`config.mk`:
```
export PLATFORM = sky130hd
export DESIGN_NAME = axis_icap_writer_flat
export DESIGN_NICKNAME = d
export VERILOG_FILES = /design/src/rtl/axis_icap_writer_if.sv /design/src/rtl/axis_icap_writer.sv /design/src/flat_wrapper.sv
export SDC_FILE = /design/constraint.sdc
export NUM_CORES = 1
export LEC_CHECK = 0
export ABC_AREA = 1
export ABC_CLOCK_PERIOD_IN_PS = 16700
export BUFFER_PORTS_ARGS = -buffer_cell sky130_fd_sc_hd__buf_2
export CORE_AREA = 2 2 253 255
export CTS_BUF_LIST = sky130_fd_sc_hd__clkbuf_8
export CTS_CLUSTER_SIZE = 25
export DETAILED_ROUTE_END_ITERATION = 7
export DIE_AREA = 0 0 255 257
export MAX_ROUTING_LAYER = met4
export RECOVER_POWER = 50
export SLEW_MARGIN = 5
export SYNTH_ARGS = -nofsm -noshare
export SYNTH_HDL_FRONTEND = slang
export SYNTH_SLANG_ARGS = --single-unit
```
`constraint.sdc`:
```
create_clock -name clk -period 16.7 [get_ports clk]
set_clock_uncertainty 0.05 [all_clocks]
set_input_delay 3.34 -clock clk [delete_from_list [all_inputs] [get_ports clk]]
set_output_delay 3.34 -clock clk [all_outputs]
set_load 0.05 [all_outputs]
```
`src/rtl/axis_icap_writer_if.sv`:
```
// AXI-Stream beat bus carrying partial-bitstream data into the ICAP writer.
interface axis_icap_writer_if #(
    parameter int DATA_WIDTH = 512,
    parameter int KEEP_WIDTH = DATA_WIDTH / 8
);
    logic [DATA_WIDTH-1:0] tdata;
    logic [KEEP_WIDTH-1:0] tkeep;
    logic                  tvalid;
    logic                  tready;
    logic                  tlast;

    modport master (output tdata, output tkeep, output tvalid, output tlast, input tready);
    modport slave  (input tdata, input tkeep, input tvalid, input tlast, output tready);
endinterface

```
`src/rtl/axis_icap_writer.sv`:
```
// Serialises wide AXI-Stream bitstream beats into 32-bit ICAPE3 write words,
// throttled by icap_avail, with per-frame word counting and tkeep checking.
module axis_icap_writer #(
    parameter int DATA_WIDTH = 512,
    parameter int KEEP_WIDTH = DATA_WIDTH / 8,
    parameter int BIT_SWAP   = 1,
    parameter int LEN_WIDTH  = 32
) (
    input  logic                 clk,
    input  logic                 rst,
    axis_icap_writer_if.slave    s_axis,
    output logic                 icap_csib,
    output logic                 icap_rdwrb,
    output logic [31:0]          icap_i,
    input  logic                 icap_avail,
    output logic                 busy,
    output logic                 frame_done,
    output logic [LEN_WIDTH-1:0] word_count,
    output logic                 err_keep,
    input  logic                 err_clr
);
    localparam int LANES = DATA_WIDTH / 32;
    localparam int IDX_W = (LANES > 1) ? $clog2(LANES) : 1;
    localparam int CNT_W = $clog2(LANES + 1);

    typedef enum logic {IDLE, SHIFT} state_t;

    state_t           state;
    logic             tready_r;
    logic             new_frame;
    logic             last_beat;
    logic             fin_p1;
    logic [CNT_W-1:0] idx;
    logic [CNT_W-1:0] nwords;
    logic [31:0]      lanes_p0 [LANES];

    logic             accept;
    logic             present;
    logic             issue;
    logic             issue_last;
    logic             issue_tlast;
    logic             in_keep_bad;
    logic [CNT_W-1:0] in_words;
    logic [CNT_W-1:0] idx_next;
    logic [31:0]      cur_word;

    function automatic logic [31:0] bit_order(input logic [31:0] w);
        logic [31:0] r;
        r = w;
        if (BIT_SWAP != 0)
            for (int b = 0; b < 4; b++)
                for (int i = 0; i < 8; i++)
                    r[b*8 + i] = w[b*8 + 7 - i];
        return r;
    endfunction

    function automatic logic [LEN_WIDTH-1:0] sat_inc(input logic [LEN_WIDTH-1:0] c);
        return (&c) ? c : c + LEN_WIDTH'(1);
    endfunction

    // Only the full lanes below the first non-full nibble are emitted; anything
    // other than a clean all-ones prefix followed by zeros is a format error.
    always_comb begin
        logic gap;
        gap         = 1'b0;
        in_words    = '0;
        in_keep_bad = 1'b0;
        for (int l = 0; l < KEEP_WIDTH / 4; l++) begin
            if (!gap && s_axis.tkeep[l*4 +: 4] == 4'hF) begin
                in_words = in_words + CNT_W'(1);
            end else begin
                gap = 1'b1;
                if (s_axis.tkeep[l*4 +: 4] != 4'h0) in_keep_bad = 1'b1;
            end
        end
    end

    assign s_axis.tready = tready_r;
    assign icap_rdwrb    = 1'b0;
    assign accept        = tready_r && s_axis.tvalid;
    assign idx_next      = idx + CNT_W'(1);
    // Lane 0 of a freshly accepted beat goes straight from the bus to ICAP
    assign cur_word      = (state == IDLE) ? s_axis.tdata[31:0] : lanes_p0[idx[IDX_W-1:0]];
    assign present       = (state == SHIFT) || (accept && in_words != '0);
    assign issue         = present && icap_avail;
    assign issue_last    = (state == IDLE) ? (in_words == CNT_W'(1)) : (idx_next == nwords);
    assign issue_tlast   = (state == IDLE) ? s_axis.tlast : last_beat;

    always_ff @(posedge clk) begin
        if (accept)
            for (int l = 0; l < LANES; l++)
                lanes_p0[l] <= s_axis.tdata[l*32 +: 32];
    end

    always_ff @(posedge clk or posedge rst) begin
        if (rst) begin
            state      <= IDLE;
            tready_r   <= 1'b0;
            icap_csib  <= 1'b1;
            icap_i     <= '0;
            busy       <= 1'b0;
            frame_done <= 1'b0;
            word_count <= '0;
            err_keep   <= 1'b0;
            idx        <= '0;
            nwords     <= '0;
            last_beat  <= 1'b0;
            new_frame  <= 1'b1;
            fin_p1     <= 1'b0;
        end else begin
            icap_csib  <= ~issue;
            frame_done <= fin_p1;
            fin_p1     <= 1'b0;
            if (present) icap_i <= bit_order(cur_word);

            if (accept && in_keep_bad) err_keep <= 1'b1;
            else if (err_clr)          err_keep <= 1'b0;

            if (issue) begin
                word_count <= new_frame ? LEN_WIDTH'(1) : sat_inc(word_count);
                new_frame  <= 1'b0;
                if (issue_last) begin
                    fin_p1    <= issue_tlast;
                    new_frame <= issue_tlast;
                end
            end

            case (state)
                IDLE: begin
                    tready_r <= 1'b1;
                    if (accept) begin
                        last_beat <= s_axis.tlast;
                        nwords    <= in_words;
                        if (in_words == '0) begin
                            if (s_axis.tlast) begin
                                frame_done <= 1'b1;
                                new_frame  <= 1'b1;
                            end
                        end else if (!(icap_avail && issue_last)) begin
                            state    <= SHIFT;
                            tready_r <= 1'b0;
                            busy     <= 1'b1;
                            idx      <= icap_avail ? CNT_W'(1) : '0;
                        end
                    end
                end
                SHIFT: begin
                    if (icap_avail) begin
                        idx <= idx_next;
                        // Reopen the input as the last lane goes out so the next beat follows gap-free
                        if (idx_next == nwords) begin
                            state    <= IDLE;
                            tready_r <= 1'b1;
                            busy     <= 1'b0;
                        end
                    end
                end
                default: state <= IDLE;
            endcase
        end
    end
endmodule

```
`src/flat_wrapper.sv`:
```
// flat-port wrapper written by rule: the top's interface ports become plain ports
module axis_icap_writer_flat 
#(
    parameter int DATA_WIDTH = 512,
    parameter int KEEP_WIDTH = DATA_WIDTH / 8,
    parameter int BIT_SWAP   = 1,
    parameter int LEN_WIDTH  = 32
)
  (clk, rst, icap_csib, icap_rdwrb, icap_i, icap_avail, busy, frame_done, word_count, err_keep, err_clr, s_axis_tdata, s_axis_tkeep, s_axis_tvalid, s_axis_tlast, s_axis_tready);
  axis_icap_writer_if #(.DATA_WIDTH(DATA_WIDTH), .KEEP_WIDTH(KEEP_WIDTH)) s_axis_i ();
  input  logic clk;
  input  logic rst;
  output logic icap_csib;
  output logic icap_rdwrb;
  output logic [31:0] icap_i;
  input  logic icap_avail;
  output logic busy;
  output logic frame_done;
  output logic [LEN_WIDTH-1:0] word_count;
  output logic err_keep;
  input  logic err_clr;
  input wire logic [$bits(s_axis_i.tdata)-1:0] s_axis_tdata;
  input wire logic [$bits(s_axis_i.tkeep)-1:0] s_axis_tkeep;
  input wire logic [$bits(s_axis_i.tvalid)-1:0] s_axis_tvalid;
  input wire logic [$bits(s_axis_i.tlast)-1:0] s_axis_tlast;
  output wire logic [$bits(s_axis_i.tready)-1:0] s_axis_tready;
  assign s_axis_i.tdata = s_axis_tdata;
  assign s_axis_i.tkeep = s_axis_tkeep;
  assign s_axis_i.tvalid = s_axis_tvalid;
  assign s_axis_i.tlast = s_axis_tlast;
  assign s_axis_tready = s_axis_i.tready;
  axis_icap_writer #(.DATA_WIDTH(DATA_WIDTH), .KEEP_WIDTH(KEEP_WIDTH), .BIT_SWAP(BIT_SWAP), .LEN_WIDTH(LEN_WIDTH)) u_core (.clk(clk), .rst(rst), .s_axis(s_axis_i), .icap_csib(icap_csib), .icap_rdwrb(icap_rdwrb), .icap_i(icap_i), .icap_avail(icap_avail), .busy(busy), .frame_done(frame_done), .word_count(word_count), .err_keep(err_keep), .err_clr(err_clr));
endmodule
```
After elaboration in Yosys (flattened, before gate mapping) --
Memory sizes are Yosys's and may differ from the RTL's. Index checks and enable logic that the tools add are counted.
Storage, ports and cells: flip-flop bits (word level) 83, latch bits 0, memory bits (writable) 512, ROM bits 0, bits of input ports 582, word-level logic and storage cells 224, memories kept 1
Cells by class: $add $sub $neg 17, multiply operators 0, divide/modulo/power cells 0, order comparisons 0, equal/unequal tests 24, shifts and indexed selects 0, mux-type cells 107, bitwise gates (word level) 2, reduce and logical (&&, ||, !) cells 60
Memories:
- u_core.lanes_p0 | words 16, bits a word 32, rd ports 1, clocked after Yosys merged registers in 0, write ports 16, line axis_icap_writer.sv:35 | logic [31:0] lanes_p0 [LANES];
Operators by type and width (number):
- $mux W32 | 3
- $mux W5 | 19
- $mux W1 | 81
- $add A5 B1 Y5 const B | 16
- $eq A4 B4 Y1 const B | 16
- $reduce_bool A4 Y1 | 16
- $add A32 B1 Y32 const B | 1
- $reduce_and A32 Y1 | 1
- $logic_and A1 B1 Y1 | 20
- $logic_not A1 Y1 | 14
- $pmux W5 S2 | 1
- $ne A2 B2 Y1 const B | 4
- $pmux W1 S2 | 3
- $reduce_and A2 Y1 | 3
- $eq A5 B1 Y1 const B | 1
- $eq A5 B5 Y1 | 1
- $logic_not A5 Y1 | 1
- $reduce_and A5 Y1 | 1
- $reduce_bool A5 Y1 | 1
- $ne A2 B1 Y1 const B | 2
- $reduce_and A4 Y1 | 1
- $not A1 Y1 | 2
- $reduce_bool A2 Y1 | 1
- $logic_or A1 B1 Y1 | 1

Depth between registers and ports, before layout --
Gate-level depths: netlist (run 1).
word-level depth 54, depth in mapped cells 51, gate-level depth less buffers 51

Worst setup path after synthesis (run 1) --
OpenSTA, ideal clock, no wires.
path type in2reg, start point in s_axis_tvalid, end point reg u_core.idx[3], setup time 0.121 ns, data arrival time 14.320 ns, data required time 16.529 ns, path slack 2.209 ns, cell stages on the path 7, buffers on the path 0, cells stage by stage nand2_1 inv_1 nand2_2 nand2_4 nand2_2 nand2_1 o21ai_1
Between the ends: word-level cells in the longest chain between the ends 3
Ends and longest elaborated chain:
- from (decl) | line flat_wrapper.sv:24 | input wire logic [$bits(s_axis_i.tvalid)-1:0] s_axis_tvalid;
- $logic_and A1 B1 Y1 | line axis_icap_writer.sv:80 | assign accept = tready_r && s_axis.tvalid;
- named net u_core.accept | line axis_icap_writer.sv:37 | logic accept;
- $ne A2 B1 Y1 (no source line)
- $reduce_and A4 Y1 (no source line)
- to (signal assigned) | line axis_icap_writer.sv:143 | idx <= icap_avail ? CNT_W'(1) : '0;
- to (signal assigned) | line axis_icap_writer.sv:149 | idx <= idx_next;
- to (decl) | line axis_icap_writer.sv:33 | logic [CNT_W-1:0] idx;
The timed path passes the listed nets, and every way through them passes these cells. A chain may end at the register's enable or synchronous reset.

==> results.toml, run 1 <==
[outcome]
outcome = "finished with violations"
violations = "max-capacitance violations, max-slew violations"

[synth]
ys_types = 51
ys.flop_type = "edfxtp_1"
syn_nets = 2837
netlist_instances = 2241
synth_area_leaders = "edfxtp_1 59%, dfrtp_1 7.8%, o21ai_0 5.2%"
synth_area_leader_cell = "edfxtp_1"
synth_area_sq_um = 26100
synth_top_area_frac = 0.590
seq_area_frac_synth = 0.670
avgSynthCellArea_sq_um = 11.6
synth-edff-count = 512
synth_warnings = 0
ys_seq_elements = 595
async_flop_share = 0.139

[clocking]
h-tree-depth = 3
cts_tree = "done"
post_cts_buffers = 0
path_clk_slew_ps = 60
insertion_delay_ps = 750
cts_hold_buf = 0
cts_buffers = 103
cts_resized = 0
cts.path.max_buffers = 3
cts_root_buffer = "clkbuf_8"
cts.sinks = 595

[grt]
grt_pass1_wl_microns = 127000
grt.total_usage = 0.270
antenna_found_initial = 43
grt-ovfl-total = 0
grt_start_max_net_pins = 132
grt_pass1_vias = 20400

[drt]
ant_nets = 0
drcViolationCount = 0
initialDrtViolationCount = 1958
firstDrtPassIters = 6
wire_per_inst_microns = 22.6
routed_wl_microns = 87400
vias_per_cell = 5.32
num_vias = 20500

[setup_path]
worstPathRequired_ps = 16980
endpoint_kind = "flop"
path_class = "in2reg"
critPathLaunchType = "input port"
cp_max_fo = 128
crit_arrival_ps = 11330

[flow_run]
cap_violations = 3

[floorplan]
num_rows = 92
die-area_sq_um = 65500
design.portCount = 652
core_area_sq_um = 62700
die_width_microns = 255
start_util = 0.415
die_h_microns = 257

[timing]
fin_ws_ps = 5640
period_share = 0.662
slew_violations = 215
worst_pin_slew_ps = 6350
finalWorstPathRequiredPeriod_ps = 11060
final.setup.tns_ps = 0
setup_viol = 0
hold_viol_final = 0
clock.fmax_mhz = 90.4
rsz0062_at_grt = "false"
slew_headroom = -3.26

[finish]
drive_above_1_share = 0.296
final_common_cell = "buf_2"
nNetsFinal = 3480
fillers = 5680
syn_to_final_growth_pct = 22.5
final_cell_mix = "590 x buf_2, 512 x edfxtp_1, 327 x nor2_1"

[power]
p_per_area_nw_per_um2 = 163
leakage_nw = 12.7
worst_ir_drop_vdd_mv = 0.0983

[place]
place_worst_setup_slack_ps = 6040
place_hpwl_microns = 60600
gp_congestion = 0.901
io_buffers = 650

[worst_hold_path]
hold_class = "reg2reg"
## where the power goes
group          switching [mW]  internal, mW
Sequential              0.158          1.99
Clock                   0.615         0.625
Combinational            1.32         0.488
Total                    2.10          3.11
## cells in the mapped netlist (3+ instances only)
library cell  count
a21oi_1           5
buf_1            10
buf_2             3
buf_6             9
clkbuf_1        107
clkinv_1          3
clkinv_2          5
dfrtp_1          81
edfxtp_1        512
ha_1             14
inv_1            77
inv_2             9
nand2_1         299
nand2_2           9
nand2_4           5
nand3_1         137
nand3_2           4
nand3_4           3
nand3b_1          3
nand4_1          19
nor2_1          327
nor2_2            5
nor2_4            3
nor3_1           16
nor4_1           20
o211ai_1         19
o211ai_2         30
o21ai_0         270
o21ai_1           5
o21ai_2          32
o221ai_1        116
o22ai_1          15
or2_2            25
xor2_1           19
## kinds of logic (layout without fill, tap and decap cells)
| kind of cell | after synthesis | count (layout) | synth area share |
|---|---|---|---|
| compound gates | 501 | 501 | 0.130 |
| buf+inv | 224 | 952 | 0.0354 |
| xor+xnor | 23 | 23 | 0.00831 |
| other cells | 1 | 49 | 0.000144 |
| flops | 595 | 595 | 0.670 |
| fa+ha+maj | 14 | 14 | 0.00672 |
| simple gates | 883 | 883 | 0.150 |
## registers in the layout, summed over array words and instances, names as in the netlist, 5 cells and up
signal and count:
u_core.icap_i 32, u_core.word_count 32, u_core.lanes_p0 512, u_core.nwords 5, u_core.idx 5
## layer usage
metal | global-route usage | vias to the layer above | part of all wire
met5 | - | - | 0
met4 | 0.0978 | 0 | 0.029
met3 | 0.0671 | 131 | 0.081
met2 | 0.429 | 887 | 0.49
met1 | 0.335 | 9963 | 0.41
li1 | - | 9554 | -
## final timing paths
| kind | start | to | slack, ps | depth (start not counted) |
|---|---|---|---|---|
| hold / removal | u_core.fin_p1$_DFF_PP0_ | u_core.frame_done$_DFF_PP0_ | 400 | 2 |
| max in group asynchronous | rst | u_core.idx[2]$_DFFE_PP0P_ | 9730 | 3 |
| hold reg to reg | u_core.fin_p1$_DFF_PP0_ | u_core.frame_done$_DFF_PP0_ | 400 | 2 |
| min in group asynchronous | rst | u_core.word_count[1]$_DFFE_PP0P_ | 3040 | 2 |
| setup reg to reg | u_core.s_axis.tready$_DFFE_PP0P_ | u_core.lanes_p0[9][20]$_DFFE_PP_ | 7960 | 4 |
| setup / recovery | s_axis_tvalid | u_core.lanes_p0[9][20]$_DFFE_PP_ | 5640 | 5 |
## through the flow
step	instances	util	hold WS, ps	power [mW]	instance area [sq um]
floorplan	2241	-	360	3.46	26100
global placement	3625	0.478	397	3.94	30000
detailed placement	3625	0.478	392	3.98	30000
CTS	3815	0.508	402	5.23	31900
global route	3855	0.509	418	5.50	31900
finish	3863	0.509	398	5.20	31900
## critical path, cell delays in order
cell	delay [ps]
buf_2	100
nand2_1	170
clkinvlp_2	4670
buf_4	2160
buf_4	610
## cell type report
class	count	area (sq um)	area share
Clock inverter	81	417	0.0130
Multi-Input combinational cell	1422	7680	0.241
Antenna cell	48	120	0.00376
Timing Repair Buffer	668	3310	0.104
Inverter	94	372	0.0116
Clock buffer	109	1500	0.0470
Tap cell	846	1060	0.0332
Sequential cell	595	17500	0.547
No activity file was read; power rests on OpenSTA's default activity.
==> run 2, diff against run 1 <==
ABC_AREA = 0   (was 1)
ABC_CLOCK_PERIOD_IN_PS = 9600   (was 16700)
CORE_AREA = 2 2 257 259   (was 2 2 253 255)
DIE_AREA = 0 0 259 261   (was 0 0 255 257)
clock period = 9.6 ns   (was 16.7 ns; I/O delays follow)
==> results.toml, run 2 <==
[outcome]
outcome = "finished with violations"
violations = "max-capacitance violations, max-slew violations"

[synth]
ys_types = 74
syn_nets = 2046
synth_commonest_cells = "512 x edfxtp_1, 161 x mux4_2, 94 x nand2_1"
ys.flop_type = "edfxtp_1"
synth_area_leader_cell = "edfxtp_1"
synth-edff-count = 512
async_flop_share = 0.139
ys_seq_elements = 595
seq_area_frac_synth = 0.689
synth_top_area_frac = 0.607
synth_warnings = 0
synth_area_sq_um = 25300
avgSynthCellArea_sq_um = 17.5
synth_area_leaders = "edfxtp_1 61%, mux4_2 14%, dfrtp_1 8.0%"
netlist_instances = 1450
synth_most_common_cell = "edfxtp_1"

[power]
p_per_area_nw_per_um2 = 250
worst_ir_drop_vdd_mv = 0.130
leakage_nw = 12.0

[finish]
fillers = 5666
syn_to_final_growth_pct = 24.5
regMostFlops = "u_core.lanes_p0"
largest_reg_flops = 512
drive_above_1_share = 0.420
regArea_sq_um = 17500
final_common_cell = "buf_2"
top_regs = "u_core.lanes_p0 (512), u_core.icap_i (32), u_core.word_count (32)"
nNetsFinal = 2746
multi_input_area_sq_um = 7520
final_cell_mix = "606 x buf_2, 512 x edfxtp_1, 161 x mux4_2"

[floorplan]
die_width_microns = 259
start_util = 0.389
design.portCount = 652
die_h_microns = 261
die-area_sq_um = 67600
num_rows = 94
core_area_sq_um = 65000

[clocking]
insertion_delay_ps = 720
cts_tree = "done"
path_clk_slew_ps = 60
cts.path.max_buffers = 3
cts.sinks = 595
h-tree-depth = 3
cts_root_buffer = "clkbuf_8"
cts_resized = 0
cts_hold_buf = 0
cts_buffers = 97
post_cts_buffers = 0

[timing]
hold_viol_final = 0
slew_headroom = -1.83
final.setup.tns_ps = 0
fin_ws_ps = 612
worst_pin_slew_ps = 4250
clock.fmax_mhz = 111
period_share = 0.936
slew_violations = 230
rsz0062_at_grt = "false"
finalWorstPathRequiredPeriod_ps = 8990
setup_viol = 0

[setup_path]
worstPathRequired_ps = 10150
rr_worst_depth = 3
worst_r2r_endpoint = "u_core.lanes_p0[7][12]$_DFFE_PP_"
crit_arrival_ps = 9540
path_class = "in2reg"
worst_path_most_repeated_cell = "ha_1"
cp_max_fo = 28
cp_slowest_cell = "mux4_2"
r2r_start = "u_core.s_axis.tready$_DFFE_PP0P_"
max_stage_delay_ps = 520
critPathLaunchType = "input port"
endpoint_kind = "flop"
r2r_setup_slack_ps = 4560

[drt]
wire_per_inst_microns = 22.6
vias_per_cell = 5.17
num_vias = 16200
firstDrtPassIters = 5
ant_nets = 0
routed_wl_microns = 70800
initialDrtViolationCount = 1263
drcViolationCount = 0

[grt]
grt.total_usage = 0.212
grt_start_max_net_pins = 196
antenna_found_initial = 43
grt_pass1_vias = 17200
grt-ovfl-total = 0
grt_pass1_wl_microns = 103000

[place]
gp_congestion = 0.895
io_buffers = 650
place_hpwl_microns = 51100
place_worst_setup_slack_ps = 35.4

[worst_hold_path]
min-delay-start = "u_core.fin_p1$_DFF_PP0_"
holdPathEnd = "u_core.frame_done$_DFF_PP0_"
whs_path_depth = 1
hold_class = "reg2reg"

[flow_run]
cap_violations = 2
## run 2: changes by cell type after synthesis, sizes merged, moves of 17 or more
cell / previous run / this run
nand3: 144 / 30
clkbuf: 107 / 52
or2: 28 / 7
nand2: 313 / 94
mux2i: 0 / 37
or3: 0 / 17
o221ai: 116 / 3
o211ai: 49 / 16
inv: 86 / 15
mux4: 0 / 161
nor2: 337 / 54
a21oi: 5 / 39
o31ai: 0 / 20
o21ai: 307 / 74
## run 2: layout make-up
type | instances | share of cell area
Antenna cell | 44 | 0.00349
Timing Repair Buffer | 673 | 0.109
Tap cell | 864 | 0.0343
Sequential cell | 595 | 0.554
Clock buffer | 104 | 0.0454
Clock inverter | 72 | 0.0130
Inverter | 16 | 0.00198
Multi-Input combinational cell | 767 | 0.239
## run 2: metal layers
layer,track usage,routed length (microns),up-vias
met5,-,0,-
met4,0.0822,1780,0
met3,0.0635,5400,110
met2,0.346,36600,599
met1,0.246,27000,8122
li1,-,-,7391
## run 2: report_power, final
part	internal [mW]	switching [mW]	total, mW
registers	3.14	0.298	3.44
logic	1.05	1.29	2.33
clock network	1.07	1.03	2.09
## run 2: critical path, delay by kind of cell
kind	cells	cell delay, ps
fa+ha+maj	8	2480
compound gates	14	2230
mux	3	1070
simple gates	8	890
buf+inv	5	650
xor+xnor	2	300
## run 2: logic make-up (layout without fill, tap and decap cells)
family,Yosys count,after routing,synth area share
multiplexers,200,200,0.159
AND/OR/NAND/NOR,327,327,0.0688
XOR/XNOR,29,29,0.0125
AO/OA/AOI/OAI,193,193,0.0482
flip-flops,595,595,0.689
other,1,45,0.000148
adder cells (fa/ha/maj),17,17,0.00810
buffers and inverters,88,865,0.0142
## run 2: stage by stage
step / std cells / hold slack [ps] / util / area [sq um] / power (mW)
after floorplan: 1450 / 354 / - / 25400 / 5.15
after global placement: 2915 / 379 / 0.456 / 29700 / 5.83
after detailed placement: 2915 / 385 / 0.456 / 29700 / 5.87
after CTS: 3091 / 396 / 0.484 / 31500 / 7.99
after global routing: 3133 / 412 / 0.484 / 31500 / 8.25
final: 3135 / 401 / 0.485 / 31500 / 7.87
## run 2: how the worst max path moves through the flow
| stage | endpoint | slack (ps) | start | cells past startpoint |
|---|---|---|---|---|
| after floorplan | u_core.icap_i[0]$_DFFE_PP0N_ | -800 | s_axis_tvalid | 8 |
| after global placement | u_core.word_count[14]$_DFFE_PP0P_ | 220 | s_axis_tkeep[6] | 39 |
| final | u_core.word_count[8]$_DFFE_PP0P_ | 610 | s_axis_tkeep[6] | 40 |
| after detailed placement | u_core.word_count[8]$_DFFE_PP0P_ | 40 | s_axis_tkeep[6] | 40 |
| after CTS | u_core.word_count[8]$_DFFE_PP0P_ | 780 | s_axis_tkeep[6] | 40 |
| after global routing | u_core.word_count[8]$_DFFE_PP0P_ | 130 | s_axis_tkeep[6] | 40 |
